===== config.mk =====
export PLATFORM = sky130hd
export DESIGN_NAME = tribus_arbiter
export DESIGN_NICKNAME = d
export VERILOG_FILES = /design/src/rtl/tribus_pkg.sv /design/src/rtl/tribus_arbiter_rr_pick.sv /design/src/rtl/tribus_arbiter.sv
export SDC_FILE = /design/constraint.sdc
export NUM_CORES = 1
export LEC_CHECK = 0
export CAP_MARGIN = 20
export CELL_PAD_IN_SITES_DETAIL_PLACEMENT = 1
export CELL_PAD_IN_SITES_GLOBAL_PLACEMENT = 1
export CORE_MARGIN = 2
export CORE_UTILIZATION = 38
export DETAILED_ROUTE_END_ITERATION = 12
export GPL_TIMING_DRIVEN = 0
export MAX_ROUTING_LAYER = met4
export PLACE_DENSITY_LB_ADDON = 0.1
export REMOVE_ABC_BUFFERS = 1
export SLEW_MARGIN = 40
export SYNTH_ARGS = -nofsm -noshare
export SYNTH_HDL_FRONTEND = slang
export SYNTH_SLANG_ARGS = --single-unit

===== constraint.sdc =====
create_clock -name clk -period 3.3 [get_ports clk]
set_input_delay 0.66 -clock clk [delete_from_list [all_inputs] [get_ports clk]]
set_output_delay 0.66 -clock clk [all_outputs]
set_load 0.02 [all_outputs]

===== src/rtl/tribus_pkg.sv =====
// -----------------------------------------------------------------------------
// tribus_pkg
// Shared definitions for the tri-state bus arbiter:
//   - tribus_state_e : arbiter FSM states (IDLE, GRANT, TURN)
//   - TRIBUS_N_REQ / TRIBUS_TURN_CYC / TRIBUS_MAX_HOLD : default parameters
//   - tribus_idx_w() : width of an index/counter covering 0..n-1 (min 1 bit)
// -----------------------------------------------------------------------------
package tribus_pkg;

    typedef enum logic [1:0] {
        ST_IDLE  = 2'd0,
        ST_GRANT = 2'd1,
        ST_TURN  = 2'd2
    } tribus_state_e;

    localparam int TRIBUS_N_REQ    = 4;
    localparam int TRIBUS_TURN_CYC = 1;
    localparam int TRIBUS_MAX_HOLD = 16;

    // Bits needed to hold values 0..n-1; never narrower than one bit.
    function automatic int tribus_idx_w(input int n);
        return (n > 1) ? $clog2(n) : 1;
    endfunction

endpackage


===== src/rtl/tribus_arbiter_rr_pick.sv =====
// -----------------------------------------------------------------------------
// rr_pick
// Combinational round-robin picker. Searches req_i upward starting at ptr_i,
// wrapping at N, and returns the first requester found.
// Ports:
//   req_i [N]     : request vector
//   ptr_i [IDX_W] : index with highest priority this round
//   win_o [N]     : one-hot winner (zero when no request)
//   idx_o [IDX_W] : index of the winner (zero when no request)
// -----------------------------------------------------------------------------
module rr_pick #(
    parameter int N     = 4,
    parameter int IDX_W = 2
) (
    input  logic [N-1:0]     req_i,
    input  logic [IDX_W-1:0] ptr_i,
    output logic [N-1:0]     win_o,
    output logic [IDX_W-1:0] idx_o
);

    // First requester at or after the pointer, with wrap-around.
    always_comb begin
        int               cand;
        logic [IDX_W-1:0] cand_idx;
        logic             found;
        win_o    = '0;
        idx_o    = '0;
        found    = 1'b0;
        cand     = 0;
        cand_idx = '0;
        for (int off = 0; off < N; off++) begin
            cand     = (int'(ptr_i) + off) % N;
            cand_idx = IDX_W'(cand);
            if (!found && req_i[cand_idx]) begin
                found           = 1'b1;
                win_o[cand_idx] = 1'b1;
                idx_o           = cand_idx;
            end else begin
                found = found;
            end
        end
    end

endmodule


===== src/rtl/tribus_arbiter.sv =====
// -----------------------------------------------------------------------------
// tribus_arbiter
// Round-robin arbiter owning the bufif1 enables of a shared tri-state bus.
// At most one gnt bit is ever high, and every change of owner passes through
// TURN_CYC all-off cycles so two drivers can never overlap.
// Ports:
//   clk      : clock, rising edge
//   rst_n    : asynchronous active-low reset (clears gnt without a clock)
//   req      : request vector, one bit per requester
//   gnt      : registered one-hot-or-zero grant (drives bufif1 enables)
//   owner    : index of the current owner, meaningful only while bus_busy
//   bus_busy : high while any gnt bit is high
//   preempt  : one-cycle pulse when a grant is withdrawn by the hold limit
// Build option: define TRIBUS_TIMEOUT_EN to build the hold counter that
// preempts an owner after MAX_HOLD cycles while someone else is waiting.
// Without it preempt is tied low and a grant lasts until req[owner] falls.
// -----------------------------------------------------------------------------
module tribus_arbiter
    import tribus_pkg::*;
#(
    parameter int N_REQ    = TRIBUS_N_REQ,
    parameter int TURN_CYC = TRIBUS_TURN_CYC,
    parameter int MAX_HOLD = TRIBUS_MAX_HOLD
) (
    input  logic                             clk,
    input  logic                             rst_n,
    input  logic [N_REQ-1:0]                 req,
    output logic [N_REQ-1:0]                 gnt,
    output logic [tribus_idx_w(N_REQ)-1:0]   owner,
    output logic                             bus_busy,
    output logic                             preempt
);

    localparam int IDX_W = tribus_idx_w(N_REQ);
    localparam int TC_W  = tribus_idx_w(TURN_CYC);

    tribus_state_e    state_q,      state_d;
    logic [N_REQ-1:0] gnt_q,        gnt_d;
    logic [IDX_W-1:0] owner_q,      owner_d;
    logic [IDX_W-1:0] last_owner_q, last_owner_d;
    logic [TC_W-1:0]  turn_cnt_q,   turn_cnt_d;
    logic             bus_busy_q;

    logic [IDX_W-1:0] ptr_s;
    logic [N_REQ-1:0] win_s;
    logic [IDX_W-1:0] win_idx_s;
    logic             timeout_s;

    // Priority starts one past the last owner, wrapping to index 0.
    always_comb begin
        if (last_owner_q == IDX_W'(N_REQ - 1)) begin
            ptr_s = '0;
        end else begin
            ptr_s = last_owner_q + IDX_W'(1);
        end
    end

    rr_pick #(
        .N     (N_REQ),
        .IDX_W (IDX_W)
    ) u_rr_pick (
        .req_i (req),
        .ptr_i (ptr_s),
        .win_o (win_s),
        .idx_o (win_idx_s)
    );

`ifdef TRIBUS_TIMEOUT_EN
    localparam int HOLD_W = tribus_idx_w(MAX_HOLD);

    logic [HOLD_W-1:0] hold_cnt_q, hold_cnt_d;
    logic              preempt_q,  preempt_d;

    // Hold limit reached while some other requester is waiting.
    assign timeout_s = (hold_cnt_q == HOLD_W'(MAX_HOLD - 1)) && ((req & ~gnt_q) != '0);

    // Hold counter: zero on entry to GRANT, counts while GRANT continues, saturates.
    always_comb begin
        if ((state_q == ST_GRANT) && (state_d == ST_GRANT)) begin
            if (hold_cnt_q != HOLD_W'(MAX_HOLD - 1)) begin
                hold_cnt_d = hold_cnt_q + HOLD_W'(1);
            end else begin
                hold_cnt_d = hold_cnt_q;
            end
        end else begin
            hold_cnt_d = '0;
        end
    end

    // A preemption is a timeout exit while the owner still requests.
    assign preempt_d = (state_q == ST_GRANT) && req[owner_q] && timeout_s;

    // Hold counter and preempt pulse registers.
    always_ff @(posedge clk or negedge rst_n) begin
        if (!rst_n) begin
            hold_cnt_q <= '0;
            preempt_q  <= 1'b0;
        end else begin
            hold_cnt_q <= hold_cnt_d;
            preempt_q  <= preempt_d;
        end
    end

    assign preempt = preempt_q;
`else
    logic unused_hold_s;

    assign timeout_s     = 1'b0;
    assign preempt       = 1'b0;
    assign unused_hold_s = (MAX_HOLD > 0);
`endif

    // FSM next state, grant, owner pointer and turnaround counter.
    always_comb begin
        state_d      = state_q;
        gnt_d        = gnt_q;
        owner_d      = owner_q;
        last_owner_d = last_owner_q;
        turn_cnt_d   = turn_cnt_q;
        case (state_q)
            ST_IDLE: begin
                if (req != '0) begin
                    state_d      = ST_GRANT;
                    gnt_d        = win_s;
                    owner_d      = win_idx_s;
                    last_owner_d = win_idx_s;
                end else begin
                    state_d = ST_IDLE;
                end
            end
            ST_GRANT: begin
                if (!req[owner_q] || timeout_s) begin
                    state_d    = ST_TURN;
                    gnt_d      = '0;
                    turn_cnt_d = '0;
                end else begin
                    state_d = ST_GRANT;
                end
            end
            ST_TURN: begin
                // Arbitration happens on the last turnaround cycle, so a
                // request that rose anywhere inside TURN is seen here.
                if (turn_cnt_q == TC_W'(TURN_CYC - 1)) begin
                    if (req != '0) begin
                        state_d      = ST_GRANT;
                        gnt_d        = win_s;
                        owner_d      = win_idx_s;
                        last_owner_d = win_idx_s;
                    end else begin
                        state_d = ST_IDLE;
                    end
                end else begin
                    turn_cnt_d = turn_cnt_q + TC_W'(1);
                end
            end
            default: begin
                state_d    = ST_IDLE;
                gnt_d      = '0;
                turn_cnt_d = '0;
            end
        endcase
    end

    // State and output registers; reset drops every enable immediately.
    always_ff @(posedge clk or negedge rst_n) begin
        if (!rst_n) begin
            state_q      <= ST_IDLE;
            gnt_q        <= '0;
            owner_q      <= '0;
            last_owner_q <= IDX_W'(N_REQ - 1);
            turn_cnt_q   <= '0;
            bus_busy_q   <= 1'b0;
        end else begin
            state_q      <= state_d;
            gnt_q        <= gnt_d;
            owner_q      <= owner_d;
            last_owner_q <= last_owner_d;
            turn_cnt_q   <= turn_cnt_d;
            bus_busy_q   <= |gnt_d;
        end
    end

    assign gnt      = gnt_q;
    assign owner    = owner_q;
    assign bus_busy = bus_busy_q;

endmodule


==> results.md, run 1 <==
- Avg Synthesized Cell Area: 8.85 µm²
- Number of synthesized flops with an enable pin: 0
- Number of I/O port buffers: 12
- Internal: 0.000699 W
- Violated checks: DRC
- Tot GR Track Use: 0.196
- HPWL after DPL: 2.26 mm
- Pwr Density: 1030 nW/µm²
- Sw power: 0.000634 W
- FFs w/ async S/R, synth: 1.00
- Overflow left after global routing: 0
- Worst-margin pin slew: 0.643 ns
- Number of inserted diodes: 0
- Floorplan core area: 2810 µm²
- Sequential cell fraction of total power: 0.226
- Sw Share: 0.476
- Routability Congestion: 0.808
- Sum Neg Setup Slack: 0 ns
- DR vias: 1,041
- Outcome: finished, violations left
- Final WL: 3.02 mm
- Synthesis-stage register bit count: 11
- Global-route wire length before repair: 5.05 mm
- Starting Density: 0.407
- Synth unique cells: 49
- Die area: 3460 µm²
- CTS tree: done
- Pin count of the biggest net entering global routing: 23
- Clock buffer depth: 2
- Synth area leaders: dfrtp_1 (20%), ha_1 (6.6%), dfstp_2 (4.6%)
- Area growth syn-to-layout: 13.0%
- RSZ-0062 raised after global routing: no
- Antenna violations before repair: 0
- WHS Path Cells: 1
- Worst Path Arrival: 3.26 ns
- Die Width: 58.8 µm
- Fin cells: 168
- Hold EP: state_q[1]
- Crit Path Category: reg2reg
- Relative slew slack: 0.570
- DRT iter0 DRCs: 28
- Max cap viols: 0
- Height of the chip: 58.8 µm
- Yosys top cell area share: 0.197
- Drt pass-1 iters: 8
- CTS Buf Count: 3
- Reg-to-reg setup timing slack: 0.19 ns
- Clock transition at path regs: 0.07 ns
- # nets final: 150
- Sequential share of the synthesized area: 0.243
- Fin. Hold Viols: 0
- CP Capture Type: register
- Synthesized area: 1140 µm²
- R2r endpoint: bus_busy
- Vias in the first global route: 1,064
- YS warnings: 0
- Root Buffer: clkbuf_4
- Final slew viol count: 0
- Max Freq: 0.321 GHz
- Placed Cells: 163
- Antenna viol nets, final: 0
- CTS sink cnt: 11
- Leak: 0.510 nW
- Final worst-path cycle share: 0.943
- Max VDD drop: 0.497 mV
- Clock Skew: 0.00207 ns
- Skew-Pair Late Insertion Delay: 0.27 ns
- Max H-tree Level: 1
- Synth Instances: 129
- Critical Path RT: 3.45 ns
- DRC: 1
- Setup-failing EPs final: 0
- Cell taking the most area after synthesis: dfrtp_1
- Via/cell ratio: 6.20
- Top-Level Pins: 14
- Clock share of power: 0.071
- Hold_sp: state_q[1]
- HP Class: reg2reg
- Post-layout minimum cycle time: 3.11 ns
- Share of layout cells above drive strength 1: 0.153
- Avg WL per Cell: 18.0 µm
- Hold Buf Count CTS: 0
- # rows: 19
- CP max FO: 12
- Worst r2r path cells: 7
- Logic pwr share: 0.703
- Critical path launch point type: register
- Synth cell count leaders: nand2_1 (12), nor2_1 (12), dfrtp_1 (9)
- Reg2Reg Launch Point: last_owner_q[0]
- Predominant post-synthesis flop cell: dfrtp_1
layer usage:
layer  track usage  vias to the layer above  routed length, µm
met5             -                        -                  0
met4        0.0455                        0                  8
met3        0.0505                        2                136
met2         0.313                       22               1380
met1         0.248                      512               1490
li1              -                      505                  -
cell usage in the layout, fill, tap and decap left out, types with 2 or more instances in the layout:
cell type         n
a211oi_1          2
a21o_1            2
a21oi_1           5
a221o_1           2
a221oi_1          2
a22oi_1           2
a31oi_1           2
and2_1            3
and3b_1           2
clkbuf_4          3
clkdlybuf4s50_1  12
dfrtp_1           9
ha_1              5
inv_1             3
mux2_2            3
mux2i_1           3
mux2i_2           3
mux2i_4           2
nand2_1          12
nor2_1           12
nor2b_1           3
nor3_1            5
nor3b_1           2
nor4_1            2
o211ai_1          2
o21ai_0           8
or4_1             2
logic make-up (layout without fill, tap and decap cells):
| family | Yosys count | after routing | synth area share |
|---|---|---|---|
| buffers and inverters | 12 | 20 | 0.0658 |
| AO/OA/AOI/OAI | 35 | 35 | 0.221 |
| multiplexers | 12 | 12 | 0.148 |
| AND/OR/NAND/NOR | 52 | 52 | 0.252 |
| other | 1 | 1 | 0.00329 |
| adder cells (fa/ha/maj) | 6 | 6 | 0.0658 |
| flip-flops | 11 | 11 | 0.243 |
worst max-delay path, cell delays in order (launching register included):
cell	delay, ns
dfstp_4	0.72
inv_1	0.18
ha_4	0.39
mux2i_2	0.37
mux2i_4	0.17
a221o_1	0.37
o31a_1	0.32
or4_4	0.47
timing repair:
action,4_1_cts,5_1_grt
resized for setup,3,1
hold endpoints to repair,0,0
endpoints found under the setup margin,3,2
setup buffers,0,1
registers in the layout, indices dropped and copies added (netlist names):
name	flops
gnt	4
owner	2
state_q	2
bus_busy	1
last_owner_q	2
power groups by stage:
stage,logic [W],clock network (W),registers (W)
floorplan,0.000605,0,0.000332
global placement,0.000853,0,0.000310
detailed placement,0.000865,0,0.000315
CTS,0.000881,0.0000963,0.000317
global route,0.00103,0.000103,0.000314
finish,0.000937,0.0000942,0.000301
cell type report:
class	instances	area [µm²]
repair buffers	13	128
flip-flops and latches	11	282
clock buffers	4	26.3
well taps	31	38.8
multi-input cells	106	805
fillers	340	1520
inverters	3	11.3
how the worst max path moves through the flow:
stage                     from        to  slack [ns]
4_1_cts        last_owner_q[0]  bus_busy        0.03
3_5_place_dp   last_owner_q[0]  bus_busy       -0.24
6_report       last_owner_q[0]  bus_busy        0.19
3_3_place_gp   last_owner_q[0]  bus_busy       -0.25
5_1_grt                 req[3]  bus_busy        0.04
2_1_floorplan  last_owner_q[0]  bus_busy        0.12
per-stage QoR:
step           setup WS, ns  instance area [µm²]  power [W]  utilization  hold slack (ns)
2_1_floorplan         0.116                 1080   0.000937            -            0.364
3_3_place_gp         -0.252                 1240    0.00116        0.441            0.488
3_5_place_dp         -0.245                 1240    0.00118        0.441            0.499
4_1_cts              0.0309                 1270    0.00129        0.454            0.509
5_1_grt              0.0370                 1290    0.00144        0.460            0.527
6_report              0.189                 1290    0.00133        0.460            0.508
Power figures use the tool's default switching activity.
==> run 2, diff against run 1 <==
--- a/config.mk
+++ b/config.mk
@@ -13,7 +13,7 @@
 export DETAILED_ROUTE_END_ITERATION = 12
 export GPL_TIMING_DRIVEN = 0
 export MAX_ROUTING_LAYER = met4
-export PLACE_DENSITY_LB_ADDON = 0.1
+export PLACE_DENSITY = 0.82
 export REMOVE_ABC_BUFFERS = 1
 export SLEW_MARGIN = 40
 export SYNTH_ARGS = -nofsm -noshare
==> constraint.sdc (replaced) <==
create_clock -name clk -period 2.6 [get_ports clk]
set_input_delay 0.52 -clock clk [delete_from_list [all_inputs] [get_ports clk]]
set_output_delay 0.52 -clock clk [all_outputs]
set_load 0.02 [all_outputs]
==> run 2 against run 1 <==
  * The run ends with DRC, setup timing left
  * Wire length increased by 21%
  * Worst setup slack worse by 0.40 ns
  * Combinational power increased by 57%
  * Clock skew hardly changed
  * Sequential power is 19% higher
  * Utilization is 3.5 points higher
  * Sequential share of layout area fell by 1.5 points
  * Critical path depth is 1 higher
  * Critical path type unchanged
  * Critical endpoint unchanged
==> results.md, run 2 (same netlist as run 1, synthesis figures left out) <==
- Outcome: finished, violations left
- Violated checks: DRC, setup timing
- DR vias: 1,133
- Via/cell ratio: 6.47
- Final WL: 3.66 mm
- Floorplan core area: 2810 µm²
- Avg WL per Cell: 20.9 µm
- Leak: 0.551 nW
- Max cap viols: 0
- CP max stage delay: 0.64 ns
- Die Width: 58.8 µm
- Routability Congestion: 0.836
- Critical path launch point type: register
- Tot GR Track Use: 0.243
- Critical Path RT: 2.73 ns
- HPWL after DPL: 2.51 mm
- Commonest non-fill, non-tap cell in the layout: nand2_1
- RSZ-0062 raised after global routing: yes
- Sum Neg Setup Slack: -0.239 ns
- Height of the chip: 58.8 µm
- Final worst-path cycle share: 1.08
- Pin count of the biggest net entering global routing: 17
- Worst-path cell chain: clkinvlp_4 > ha_4 > mux2i_4 > mux2i_4 > nor2b_1 > a221o_1 > o221a_1 > or4_4
- Most frequent cell on the critical path: mux2i_4
- Met3 routed WL: 180 µm
- Number of inserted diodes: 0
- Antenna viol nets, final: 0
- Max VDD drop: 0.551 mV
- Clock Skew: 0.00183 ns
- CP max FO: 7
- Worst Path Arrival: 2.94 ns
- Number of I/O port buffers: 12
- Share of layout cells above drive strength 1: 0.243
- Crit Path Category: reg2reg
- Placed inst area: 1240 µm²
- Global-route wire length before repair: 6.09 mm
- Max H-tree Level: 1
- Hold Buf Count CTS: 0
- Fill cells: 335
- Clock buffer depth: 2
- Clock transition at path regs: 0.07 ns
- Register area: 282 µm²
- # nets final: 157
- Top-Level Pins: 14
- CP max-delay cell: dfstp_4
- Max Freq: 0.356 GHz
- Worst-margin pin slew: 0.699 ns
- Final slew viol count: 0
- Post-layout minimum cycle time: 2.81 ns
- Antenna violations before repair: 0
- HP Class: reg2reg
- Skew-Pair Late Insertion Delay: 0.26 ns
- Most frequent cells in the layout: nand2_1 (12), nor2_1 (11), dfrtp_1 (9)
- CTS Buf Count: 3
- Fin. Hold Viols: 0
- Wire length on met2: 1.87 mm
- Die area: 3460 µm²
- CTS sink cnt: 11
- Pwr Density: 1400 nW/µm²
- # rows: 19
- Max reg flops: 4
- Overflow left after global routing: 0
- Top layer used by detailed routing: met4
- Root Buffer: clkbuf_4
- Final Cell Area: 1390 µm²
- DRT iter0 DRCs: 16
- CTS tree: done
- Relative slew slack: 0.534
- Setup-failing EPs final: 2
- Post-route setup slack: -0.207 ns
- WL met1: 1.53 mm
- Drt pass-1 iters: 8
- CP Capture Type: register
- Multi-input gate area in the final layout: 851 µm²
- Starting Density: 0.407
- Area growth syn-to-layout: 21.6%
- Vias in the first global route: 1,265
- DRC: 1
-- run 2: through the flow --
stage / util / total power, W / worst slack, ns / instances / hold slack, ns
floorplan: - / 0.00119 / -0.584 / 120 / 0.224
global route: 0.495 / 0.00208 / -0.262 / 175 / 0.535
finish: 0.495 / 0.00195 / -0.207 / 175 / 0.529
detailed placement: 0.441 / 0.00153 / -1.04 / 163 / 0.514
global placement: 0.441 / 0.00147 / -0.910 / 163 / 0.492
CTS: 0.492 / 0.00189 / -0.152 / 174 / 0.526
-- run 2: timing repair --
item	CTS	global route
buffers inserted	7	1
hold endpoints to repair	0	0
resized for setup	21	1
pin swaps	6	3
endpoints found under the setup margin	9	7
-- run 2: worst max-delay path: cells and delay by family, from the launching register on --
| family | cells | cell delay [ns] |
|---|---|---|
| multiplexers | 2 | 0.45 |
| adder cells (fa/ha/maj) | 1 | 0.29 |
| AO/OA/AOI/OAI | 2 | 0.55 |
| buffers and inverters | 1 | 0.11 |
| AND/OR/NAND/NOR | 2 | 0.63 |
| flip-flops | 1 | 0.64 |
-- run 2: layer usage --
layer  vias up  global-route usage
met5         -                   -
met4         0               0.104
met3        13              0.0374
met2        47               0.398
met1       556               0.295
li1        517                   -
-- run 2: final cells by class --
| type | count | share of cell area |
|---|---|---|
| inverters | 3 | 0.0108 |
| flip-flops and latches | 11 | 0.203 |
| well taps | 31 | 0.0280 |
| multi-input cells | 106 | 0.613 |
| repair buffers | 20 | 0.126 |
| clock buffers | 4 | 0.0189 |
-- run 2: final timing paths --
path / slack [ns] / start / end / depth (start not counted)
max: -0.21 / last_owner_q[0] / bus_busy / 8
min: 0.53 / state_q[1] / state_q[1] / 1
max reg2reg: -0.21 / last_owner_q[0] / bus_busy / 8
min reg2reg: 0.53 / state_q[1] / state_q[1] / 1
max in group asynchronous: 1.67 / rst_n / last_owner_q[1] / 1
min in group asynchronous: 0.58 / rst_n / state_q[0] / 1
-- run 2: where the power goes --
group          total, W  internal (W)  leakage (nW)  switching, W
Clock          0.000113     0.0000593        0.0150     0.0000539
Combinational   0.00147      0.000685         0.400      0.000790
Sequential     0.000357      0.000267         0.136     0.0000909
Total           0.00195       0.00101         0.551      0.000934
==> run 3, diff against run 2 <==
--- a/config.mk
+++ b/config.mk
@@ -9,11 +9,11 @@
 export CELL_PAD_IN_SITES_DETAIL_PLACEMENT = 1
 export CELL_PAD_IN_SITES_GLOBAL_PLACEMENT = 1
 export CORE_MARGIN = 2
-export CORE_UTILIZATION = 38
+export CORE_UTILIZATION = 45
 export DETAILED_ROUTE_END_ITERATION = 12
 export GPL_TIMING_DRIVEN = 0
 export MAX_ROUTING_LAYER = met4
-export PLACE_DENSITY = 0.82
+export PLACE_DENSITY = 0.9
 export REMOVE_ABC_BUFFERS = 1
 export SLEW_MARGIN = 40
 export SYNTH_ARGS = -nofsm -noshare
==> constraint.sdc (replaced) <==
create_clock -name clk -period 3.43 [get_ports clk]
set_input_delay 0.686 -clock clk [delete_from_list [all_inputs] [get_ports clk]]
set_output_delay 0.686 -clock clk [all_outputs]
set_load 0.02 [all_outputs]
==> run 3 against run 2 <==
  * The run now ends clean
  * Utilization rose by 3.1 points
  * Largest cell class unchanged
  * Maximum frequency down 14%
  * Flip-flop and latch count is the same
  * Clock skew down 0.00095 ns
  * Cell count down 5.1%
  * Critical endpoint unchanged
  * Via count shrank 2.3%
  * First-iteration DRC count rose by 100%
==> results.md, run 3 (same netlist as run 1, synthesis figures left out) <==
- Global-route wire length before repair: 5.40 mm
- Post-route setup slack: 0.148 ns
- CP max-delay cell: dfstp_4
- Routability Congestion: 0.887
- Register area: 282 µm²
- Starting Density: 0.469
- Pwr Density: 1020 nW/µm²
- Number of inserted diodes: 0
- Final worst-path cycle share: 0.957
- CTS tree: done
- Setup bufs post-CTS: 0
- Final WL: 3.36 mm
- Floorplan core area: 2430 µm²
- Overflow left after global routing: 0
- Max reg flops: 4
- Top-Level Pins: 14
- DR vias: 1,107
- Hold Buf Count CTS: 0
- Leak: 0.507 nW
- Crit Path Category: reg2reg
- DRT iter0 DRCs: 32
- Pin count of the biggest net entering global routing: 23
- Vias in the first global route: 1,091
- Skew-Pair Late Insertion Delay: 0.27 ns
- DRC: 0
- Tot GR Track Use: 0.260
- Antenna violations before repair: 0
- Max Freq: 0.305 GHz
- Max H-tree Level: 1
- CP Capture Type: register
- Worst-margin pin slew: 0.654 ns
- Multi-input gate area in the final layout: 801 µm²
- Critical Path RT: 3.58 ns
- CTS sink cnt: 11
- Clock Skew: 0.000876 ns
- Die area: 2950 µm²
- Outcome: completed
- Antenna viol nets, final: 0
- Final slew viol count: 0
- Fin. Hold Viols: 0
- HPWL after DPL: 2.44 mm
- Root Buffer: clkbuf_4
- CP max FO: 22
- Most frequent cells in the layout: nand2_1 (12), nor2_1 (12), clkdlybuf4s50_1 (12)
- Via/cell ratio: 6.67
- CP max stage delay: 0.78 ns
- CTS Buf Count: 3
- Die Width: 54.4 µm
- # rows: 18
- Max cap viols: 0
- Clock buffer depth: 2
- Number of I/O port buffers: 12
- Share of layout cells above drive strength 1: 0.140
- Fin cells: 166
- Post-layout minimum cycle time: 3.28 ns
- Core Util, Final: 0.525
- Worst-path cell chain: inv_1 > ha_4 > mux2i_1 > mux2i_4 > a221o_1 > o31a_1 > or4_4
- Drt pass-1 iters: 4
- # nets final: 149
- Setup WS pre-CTS: -0.171 ns
- Avg WL per Cell: 20.2 µm
- Fill cells: 290
- Worst Path Arrival: 3.43 ns
- RSZ-0062 raised after global routing: no
- Placed Cells: 162
- Critical path launch point type: register
- Relative slew slack: 0.559
- Area growth syn-to-layout: 12.0%
- Clock transition at path regs: 0.07 ns
- Height of the chip: 54.4 µm
- Setup-failing EPs final: 0
- HP Class: reg2reg
- Max VDD drop: 0.602 mV
-- run 3: changes by cell type in the layout (fill, tap and decap cells not counted), sizes merged --
cell / before / now
inv: 2 / 3
clkinvlp: 1 / 0
dlygate4sd2: 4 / 0
clkdlybuf4s50: 8 / 12
buf: 8 / 0
-- run 3: power by group --
| part | internal, W | switching [W] |
|---|---|---|
| Sequential | 0.000203 | 0.000109 |
| Clock | 0.0000450 | 0.0000463 |
| Combinational | 0.000414 | 0.000491 |
-- run 3: worst paths after layout --
check	start	endpoint	slack [ns]	cells after the start
min in group asynchronous	rst_n	gnt[1]	0.75	1
worst min register to register	state_q[1]	state_q[1]	0.53	1
worst min-delay path	state_q[1]	state_q[1]	0.53	1
worst max-delay path	last_owner_q[0]	bus_busy	0.15	7
max in group asynchronous	rst_n	last_owner_q[1]	2.32	1
worst max register to register	last_owner_q[0]	bus_busy	0.15	7
-- run 3: through the flow --
step | setup TNS [ns] | hold WS, ns | area (µm²) | total power [W]
2_1_floorplan | 0 | 0.390 | 1080 | 0.000902
3_3_place_gp | -0.0925 | 0.479 | 1230 | 0.00111
3_5_place_dp | -0.171 | 0.523 | 1230 | 0.00116
4_1_cts | 0 | 0.533 | 1270 | 0.00127
5_1_grt | 0 | 0.549 | 1280 | 0.00140
6_report | 0 | 0.535 | 1280 | 0.00131
-- run 3: layer usage --
| layer | wire length, µm | vias up | track usage |
|---|---|---|---|
| li1 | - | 504 | - |
| met1 | 1470 | 539 | 0.310 |
| met2 | 1580 | 45 | 0.434 |
| met3 | 172 | 19 | 0.0464 |
| met4 | 138 | 0 | 0.100 |
| met5 | 0 | - | - |
-- run 3: cell type report --
| type | instances | area share |
|---|---|---|
| Multi-Input combinational cell | 106 | 0.627 |
| Sequential cell | 11 | 0.220 |
| Timing Repair Buffer | 12 | 0.0940 |
| Inverter | 3 | 0.00881 |
| Clock buffer | 4 | 0.0206 |
| Tap cell | 30 | 0.0294 |
-- run 3: timing repair --
| action | 4_1_cts | 5_1_grt |
|---|---|---|
| gates cloned | 0 | 0 |
| hold endpoints to repair | 0 | 0 |
| setup endpoints to repair | 1 | 1 |
| gates resized for setup | 2 | 1 |
-- run 3: worst max-delay path: cells and delay by family (launching register included) --
family | cells | cell delay, ns
compound gates | 2 | 0.68
flops | 1 | 0.78
fa+ha+maj | 1 | 0.40
mux | 2 | 0.59
simple gates | 1 | 0.47
buf+inv | 1 | 0.22
